===== config.mk =====
export PLATFORM = sky130hd
export DESIGN_NAME = frv_wb_arb
export DESIGN_NICKNAME = d
export VERILOG_FILES = /design/src/rtl/frv_wb_arb.sv
export SDC_FILE = /design/constraint.sdc
export NUM_CORES = 1
export LEC_CHECK = 0
export ABC_CLOCK_PERIOD_IN_PS = 2800
export BUFFER_PORTS_ARGS = -buffer_cell sky130_fd_sc_hd__buf_4
export CAP_MARGIN = 20
export CORE_MARGIN = 1
export CORE_UTILIZATION = 50
export DETAILED_ROUTE_END_ITERATION = 6
export GPL_TIMING_DRIVEN = 0
export PLACE_DENSITY = 0.91
export SLEW_MARGIN = 20
export SYNTH_ARGS = -nofsm -noshare
export SYNTH_HDL_FRONTEND = slang
export SYNTH_SLANG_ARGS = --single-unit

===== constraint.sdc =====
create_clock -name g_clk -period 2.8 [get_ports g_clk]
set_input_delay 0.56 -clock g_clk [delete_from_list [all_inputs] [get_ports g_clk]]
set_output_delay 0.56 -clock g_clk [all_outputs]
set_load 0.01 [all_outputs]

===== src/rtl/frv_wb_arb.sv =====
// Writeback arbiter and long-latency register scoreboard for the frv core.
// LSU responses win the single registered GPR write port; the ALU waits while they stream.
module frv_wb_arb #(
  parameter int unsigned XLEN    = 32,
  parameter int unsigned MAX_OUT = 4
) (
  input  logic            g_clk,
  input  logic            g_reset,
  input  logic            alu_valid,
  output logic            alu_ready,
  input  logic [4:0]      alu_rd,
  input  logic [XLEN-1:0] alu_wdata,
  input  logic            lsu_valid,
  input  logic [4:0]      lsu_rd,
  input  logic [XLEN-1:0] lsu_wdata,
  input  logic            iss_valid,
  output logic            iss_ready,
  input  logic [4:0]      iss_rd,
  input  logic [4:0]      rs1_addr,
  input  logic [4:0]      rs2_addr,
  output logic            rs1_busy,
  output logic            rs2_busy,
  output logic            rd_wen,
  output logic [4:0]      rd_addr,
  output logic [XLEN-1:0] rd_wdata,
  output logic            byp_valid,
  output logic [3:0]      outstanding,
  output logic            err_unexp
);

  localparam logic [3:0] MaxOut = 4'(MAX_OUT);

  logic            wen_q, wen_d;
  logic [4:0]      addr_q, addr_d;
  logic [XLEN-1:0] wdata_q, wdata_d;
  logic [31:0]     busy_q, busy_d;
  logic [3:0]      out_q, out_d;
  logic            err_q, err_d;

  logic       alu_acc, accept, iss_acc, lsu_dec;
  logic [4:0] win_rd;

  always_comb begin
    alu_acc   = alu_valid && !lsu_valid;
    accept    = lsu_valid || alu_acc;
    win_rd    = lsu_valid ? lsu_rd : alu_rd;
    iss_ready = (out_q != MaxOut);
    iss_acc   = iss_valid && iss_ready;
    // A response with nothing outstanding is flagged, never allowed to underflow.
    lsu_dec   = lsu_valid && (out_q != 4'd0);

    wen_d   = accept && (win_rd != 5'd0);
    addr_d  = addr_q;
    wdata_d = wdata_q;
    if (accept) begin
      addr_d  = win_rd;
      wdata_d = lsu_valid ? lsu_wdata : alu_wdata;
    end

    // Clear first so that a same-cycle set of the same register wins.
    busy_d = busy_q;
    if (lsu_valid) busy_d[lsu_rd] = 1'b0;
    if (iss_acc && (iss_rd != 5'd0)) busy_d[iss_rd] = 1'b1;
    busy_d[0] = 1'b0;

    out_d = out_q;
    if (iss_acc && !lsu_dec) out_d = out_q + 4'd1;
    else if (!iss_acc && lsu_dec) out_d = out_q - 4'd1;

    err_d = err_q || (lsu_valid && (out_q == 4'd0));
  end

  always_ff @(posedge g_clk) begin
    if (g_reset) begin
      wen_q   <= 1'b0;
      addr_q  <= '0;
      wdata_q <= '0;
      busy_q  <= '0;
      out_q   <= '0;
      err_q   <= 1'b0;
    end else begin
      wen_q   <= wen_d;
      addr_q  <= addr_d;
      wdata_q <= wdata_d;
      busy_q  <= busy_d;
      out_q   <= out_d;
      err_q   <= err_d;
    end
  end

  assign alu_ready   = !lsu_valid;
  assign rs1_busy    = busy_q[rs1_addr];
  assign rs2_busy    = busy_q[rs2_addr];
  assign rd_wen      = wen_q;
  assign byp_valid   = wen_q;
  assign rd_addr     = addr_q;
  assign rd_wdata    = wdata_q;
  assign outstanding = out_q;
  assign err_unexp   = err_q;

endmodule


## Word level (Yosys, flattened, before mapping)

Cells that the tools add are included.

| operators by class | value |
|---|---|
| add/subtract/negate cells | 2 |
| equality and inequality tests | 1 |
| order comparisons | 6 |
| bitwise operators | 3 |
| muxes and demuxes | 14 |
| reduce and logical (&&, ||, !) cells | 20 |

Operators with widths:

| operator | number |
|---|---|
| 32-bit 2-to-1 mux | 3 |
| 32-bit bitwise AND | 1 |
| 32-bit NOT | 1 |
| 32-bit OR | 1 |
| 5-bit by 6-bit less-than comparator with 1-bit output, second input constant | 4 |
| 1-bit binary-select mux with 5-bit select | 2 |
| 1-bit demux with 5-bit select | 2 |
| 5-bit by 1-bit greater-or-equal comparator with 1-bit output, second input constant | 2 |
| 1-bit logical AND | 10 |
| 5-bit nonzero test | 2 |
| 4-bit 2-to-1 mux | 2 |
| 5-bit 2-to-1 mux | 1 |
| 4-bit by 1-bit adder with 4-bit output, second input constant | 1 |
| 4-bit zero test | 1 |
| 1-bit 2-to-1 mux | 4 |
| 4-bit by 3-bit inequality test with 1-bit output, second input constant | 1 |
| 4-bit nonzero test | 1 |
| 4-bit by 1-bit subtractor with 4-bit output, second input constant | 1 |
| 1-bit zero test | 3 |
| 1-bit logical OR | 2 |
| 2-bit nonzero test | 1 |

| storage, ports and cells | value |
|---|---|
| output and inout bits | 48 |
| bits of input ports | 94 |
| register bits | 75 |

## Longest topological paths before layout

| depth | value |
|---|---|
| depth in word-level cells | 9 |
| gate-level depth with buffers | 10 |
| mapped depth without buffers | 10 |

## Least setup slack after synthesis

No wires, ideal clock.

| path | value |
|---|---|
| path kind | reg-to-reg |
| start | register out_q[0] (netlist: outstanding[0]) |
| end | register out_q[3] (netlist: outstanding[3]) |
| library setup time | 0.121 ns |
| clock period less this slack | 2.676 ns |
| slack | 0.124 ns |
| stages on the path, launching flop included | 11 |
| buffers on the path | 0 |
| arrival time | 2.555 ns |
| cells stage by stage | dfxtp_1 or4b_4 nand2_2 inv_1 ha_1 inv_1 ha_1 a21o_2 a21oi_1 mux2i_1 mux2_2 |

| between the ends | value |
|---|---|
| word-level cells in the longest chain between the ends | 5 |
| elaborated cells between the ends (all ways) | 13 |

RTL lines:

| item | line | RTL |
|---|---|---|
| from (decl) | 37 | `logic [3:0] out_q, out_d;` |
| from (signal assigned) | 86 | `out_q <= out_d;` |
| 4-bit by 3-bit inequality test with 1-bit output * | 47 | `iss_ready = (out_q != MaxOut);` |
| via iss_ready | 17 | `output logic iss_ready,` |
| 1-bit logical AND * | 48 | `iss_acc = iss_valid && iss_ready;` |
| 1-bit zero test | 68 | `else if (!iss_acc && lsu_dec) out_d = out_q - 4'd1;` |
| 1-bit logical AND | 68 |  |
| 2-bit nonzero test (no line) | -- |  |

The timed path passes the listed nets; every way through them passes the cells marked *. The select of a mux whose other input is x is not followed.
A chain may end at the register's enable or synchronous reset.

## Worst setup path in the final report

| path | value |
|---|---|
| start | register out_q[0] (netlist: outstanding[0]) |
| end | register out_q[3] (netlist: outstanding[3]) |

| between the ends | value |
|---|---|
| word-level cells in the longest chain between the ends | 5 |
| elaborated cells between the ends (all ways) | 13 |

RTL lines:

| item |
|---|
| branches (longest 5 deep; another with 4-bit by 1-bit subtractor with 4-bit output) |

Parallel ways; which one is timed is not known. The select of a mux whose other input is x is not followed.

==> flow_metrics.env <==
export IMPL_cts_root_buffer="clkbuf_8"
export IMPL_synth_edf_count=0
export IMPL_yosys_register_bits=74
export IMPL_routed_wl_mm=12.5
export IMPL_final_setup_tns_ps=0
export IMPL_boundaryPins=142
export IMPL_cp_num_cells=10
export IMPL_synth_distinct_cells=41
export IMPL_layout_commonest_cell="buf_4"
export IMPL_cts_path_max_buffers=2
export IMPL_clk_pin_slew_ps=80
export IMPL_swShare_pct=29.2
export IMPL_r2r_cells=10
export IMPL_path_class="register to register"
export IMPL_first_global_vias=4139
export IMPL_yosysWarningCount=0
export IMPL_cts_inserted_buffers=9
export IMPL_die_w_um=91.6
export IMPL_power_density_nw_per_um2=522
export IMPL_dp_hpwl_mm=9.33
export IMPL_timing_rr_start="outstanding[0]"
export IMPL_ir_drop_mv=0.351
export IMPL_fin_total_pwr_mw=2.79
export IMPL_final_cells=724
export IMPL_post_cts_setup_buffer_count=0
export IMPL_start_util_pct=51.9
export IMPL_cp_cell_sequence="or4b_4 > nand2_2 > inv_1 > ha_1 > inv_2 > ha_1 > a21o_2 > a21oi_2 > mux2i_1 > mux2_2"
export IMPL_grt_pass1_wl_mm=19.9
export IMPL_hold_buffers=0
export IMPL_slew_headroom_pct=59.3
export IMPL_grt_max_degree=12
export IMPL_worstSkewPairLatency_ps=350
export IMPL_viasPerCell=5.74
export IMPL_finalSetupViolations=0
export IMPL_htreeDepth=3
export IMPL_wl_per_cell_um=17.2
export IMPL_n_antenna_cell=0
export IMPL_gr_total_overflow=0
export IMPL_whs_endpoint="rd_wdata[24]"
export IMPL_drc=0
export IMPL_placed_cell_area_um2=5130
export IMPL_core_area_um2=7730
export IMPL_place_inst=709
export IMPL_maxCapViolCount=0
export IMPL_fmax_mhz=371
export IMPL_drive_gt1_share_pct=30.1
export IMPL_final_max_slew_violation_count=0
export IMPL_area_delta_synth_final_pct=33.2
export IMPL_crit_path_end_kind="register"
export IMPL_num_vias=4155
export IMPL_fin_util_pct=69.1
export IMPL_crit_top_cell="ha_1"
export IMPL_crit_fanout=6
export IMPL_portBuffers=132
export IMPL_netlist_instances=475
export IMPL_reg2reg_slack_ps=100
export IMPL_hold_class="input port to register"
export IMPL_rows=32
export IMPL_finalHoldWorstSlack_ps=439
export IMPL_crit_slowest_cell="or4b_4"
export IMPL_path_buf_inv=2
export IMPL_gp_congestion=0.873
export IMPL_final_nets=716
export IMPL_final_area_um2=5340
export IMPL_place_ws_ps=-171
export IMPL_cts_sinks=74
export IMPL_cp_required_ps=3040
export IMPL_cpLargestDelayFamily="simple AND/OR/NAND/NOR gates"
export IMPL_p_leak_nw=2.37
export IMPL_die_h_um=91.6
export IMPL_finalHoldViolCount=0
export IMPL_tightestPinTransition_ps=609
export IMPL_p_sw_mw=0.813
export IMPL_syn_avg_cell_area_um2=8.44
export IMPL_critical_path_max_stage_delay_ps=530
export IMPL_grt_usage_pct=30.2
export IMPL_firstDrtPassIters=5
export IMPL_p_int_mw=1.97
export IMPL_pwr_share_seq_pct=42.7
export IMPL_worstHoldStart="lsu_wdata[24]"
export IMPL_post_route_period_util_pct=96.3
export IMPL_outcome="finished, final reports clean"
export IMPL_finalClockSkew_ps=3.82
export IMPL_reg2reg_to="outstanding[3]"
export IMPL_timing_final_ws_setup_ps=104
export IMPL_start_kind="register"
export IMPL_antenna_found_initial=0
export IMPL_holdPathStages=3
export IMPL_synthesis_area_um2=4010
export IMPL_clockPowerShare_pct=31.3
export IMPL_cts_tree="built"
export IMPL_seq_area_frac_synth_pct=36.9
export IMPL_fin_crit_ps=2700
export IMPL_die_area_um2=8390
export IMPL_power_frac_comb_pct=26.0
export IMPL_async_flop_share_pct=0
export IMPL_first_iter_violations=331
export IMPL_arrival_ps=2930
export IMPL_ys_flop_type="dfxtp_1"
export IMPL_synth_nets=573
export IMPL_detail_route_antenna_nets=0
export IMPL_mostFrequentLayoutCells="buf_4, nor2_1, dfxtp_1"
[final cells by class]
type	instances	area, um2
plain buffers	33	151
multi-input cells	363	2360
fillers	578	2380
well taps	102	128
clock inverters	2	35.0
clock buffers	13	169
flip-flops and latches	74	1490
repair buffers	132	991
inverters	5	18.8
[Yosys cell counts, types with 4 or more instances]
library cell / number / area share (%)
nand2_1: 19 / 1.8
dfxtp_1: 74 / 37
a21oi_1: 47 / 5.9
clkbuf_1: 18 / 1.7
nand3b_1: 22 / 4.1
nand2b_1: 6 / 0.94
nor2_1: 85 / 8.0
buf_2: 10 / 1.2
nor3b_1: 4 / 0.75
nand3_1: 11 / 1.4
mux4_2: 6 / 3.4
o21ai_0: 38 / 4.7
mux2i_1: 57 / 14
nor2b_1: 20 / 3.1
inv_1: 5 / 0.47
a22oi_1: 4 / 0.75
o21ai_2: 8 / 1.7
[how the worst max path moves through the flow]
stage | startpoint | end | slack, ps
6_report | outstanding[0] | outstanding[3] | 100
5_1_grt | outstanding[0] | outstanding[3] | -10
4_1_cts | outstanding[3] | outstanding[3] | 0.2
3_5_place_dp | lsu_valid | outstanding[3] | -170
3_3_place_gp | lsu_valid | outstanding[3] | -80
2_1_floorplan | outstanding[0] | outstanding[3] | 120
[state kept, by name, summed over array words and instances (netlist names)]
name / cells
outstanding: 4
byp_valid: 1
busy_q: 31
rd_wdata: 32
rd_addr: 5
err_unexp: 1
[worst register-to-register path: stages (launching register included)]
cell     delay [ps]
dfxtp_2         370
or4b_4          530
nand2_2         110
inv_1            80
ha_1            230
inv_2            90
ha_1            230
a21o_2          220
a21oi_2         150
mux2i_1         240
mux2_2          350
[layer usage]
layer	wire length, um	vias to the layer above	global-route usage [%]
met1	4770	1949	34.0
met5	0	-	0
met3	1080	40	7.71
met2	6200	206	52.8
met4	419	0	14.7
li1	-	1960	-
[kinds of logic (layout without fill, tap and decap cells)]
| family | Yosys count | count (layout) | share of synthesized area (%) |
|---|---|---|---|
| simple gates | 187 | 187 | 24.2 |
| flops | 74 | 74 | 36.9 |
| buf+inv | 38 | 185 | 4.24 |
| xor+xnor | 2 | 2 | 0.437 |
| compound gates | 106 | 106 | 14.9 |
| mux | 64 | 64 | 17.9 |
| fa+ha+maj | 4 | 4 | 1.43 |
[timing repair]
action | 4_1_cts | 5_1_grt
gates resized for setup | 1 | 5
setup endpoints to repair | 1 | 1
hold endpoints to repair | 0 | 0
[power groups by stage]
stage,registers (mW),logic (mW),clock network [mW]
after CTS,1.19,0.714,0.871
after global routing,1.20,0.791,0.922
final,1.19,0.725,0.872
after detailed placement,1.21,0.707,0
after floorplan,1.22,0.383,0
after global placement,1.20,0.677,0
Power figures use the tool's default switching activity.
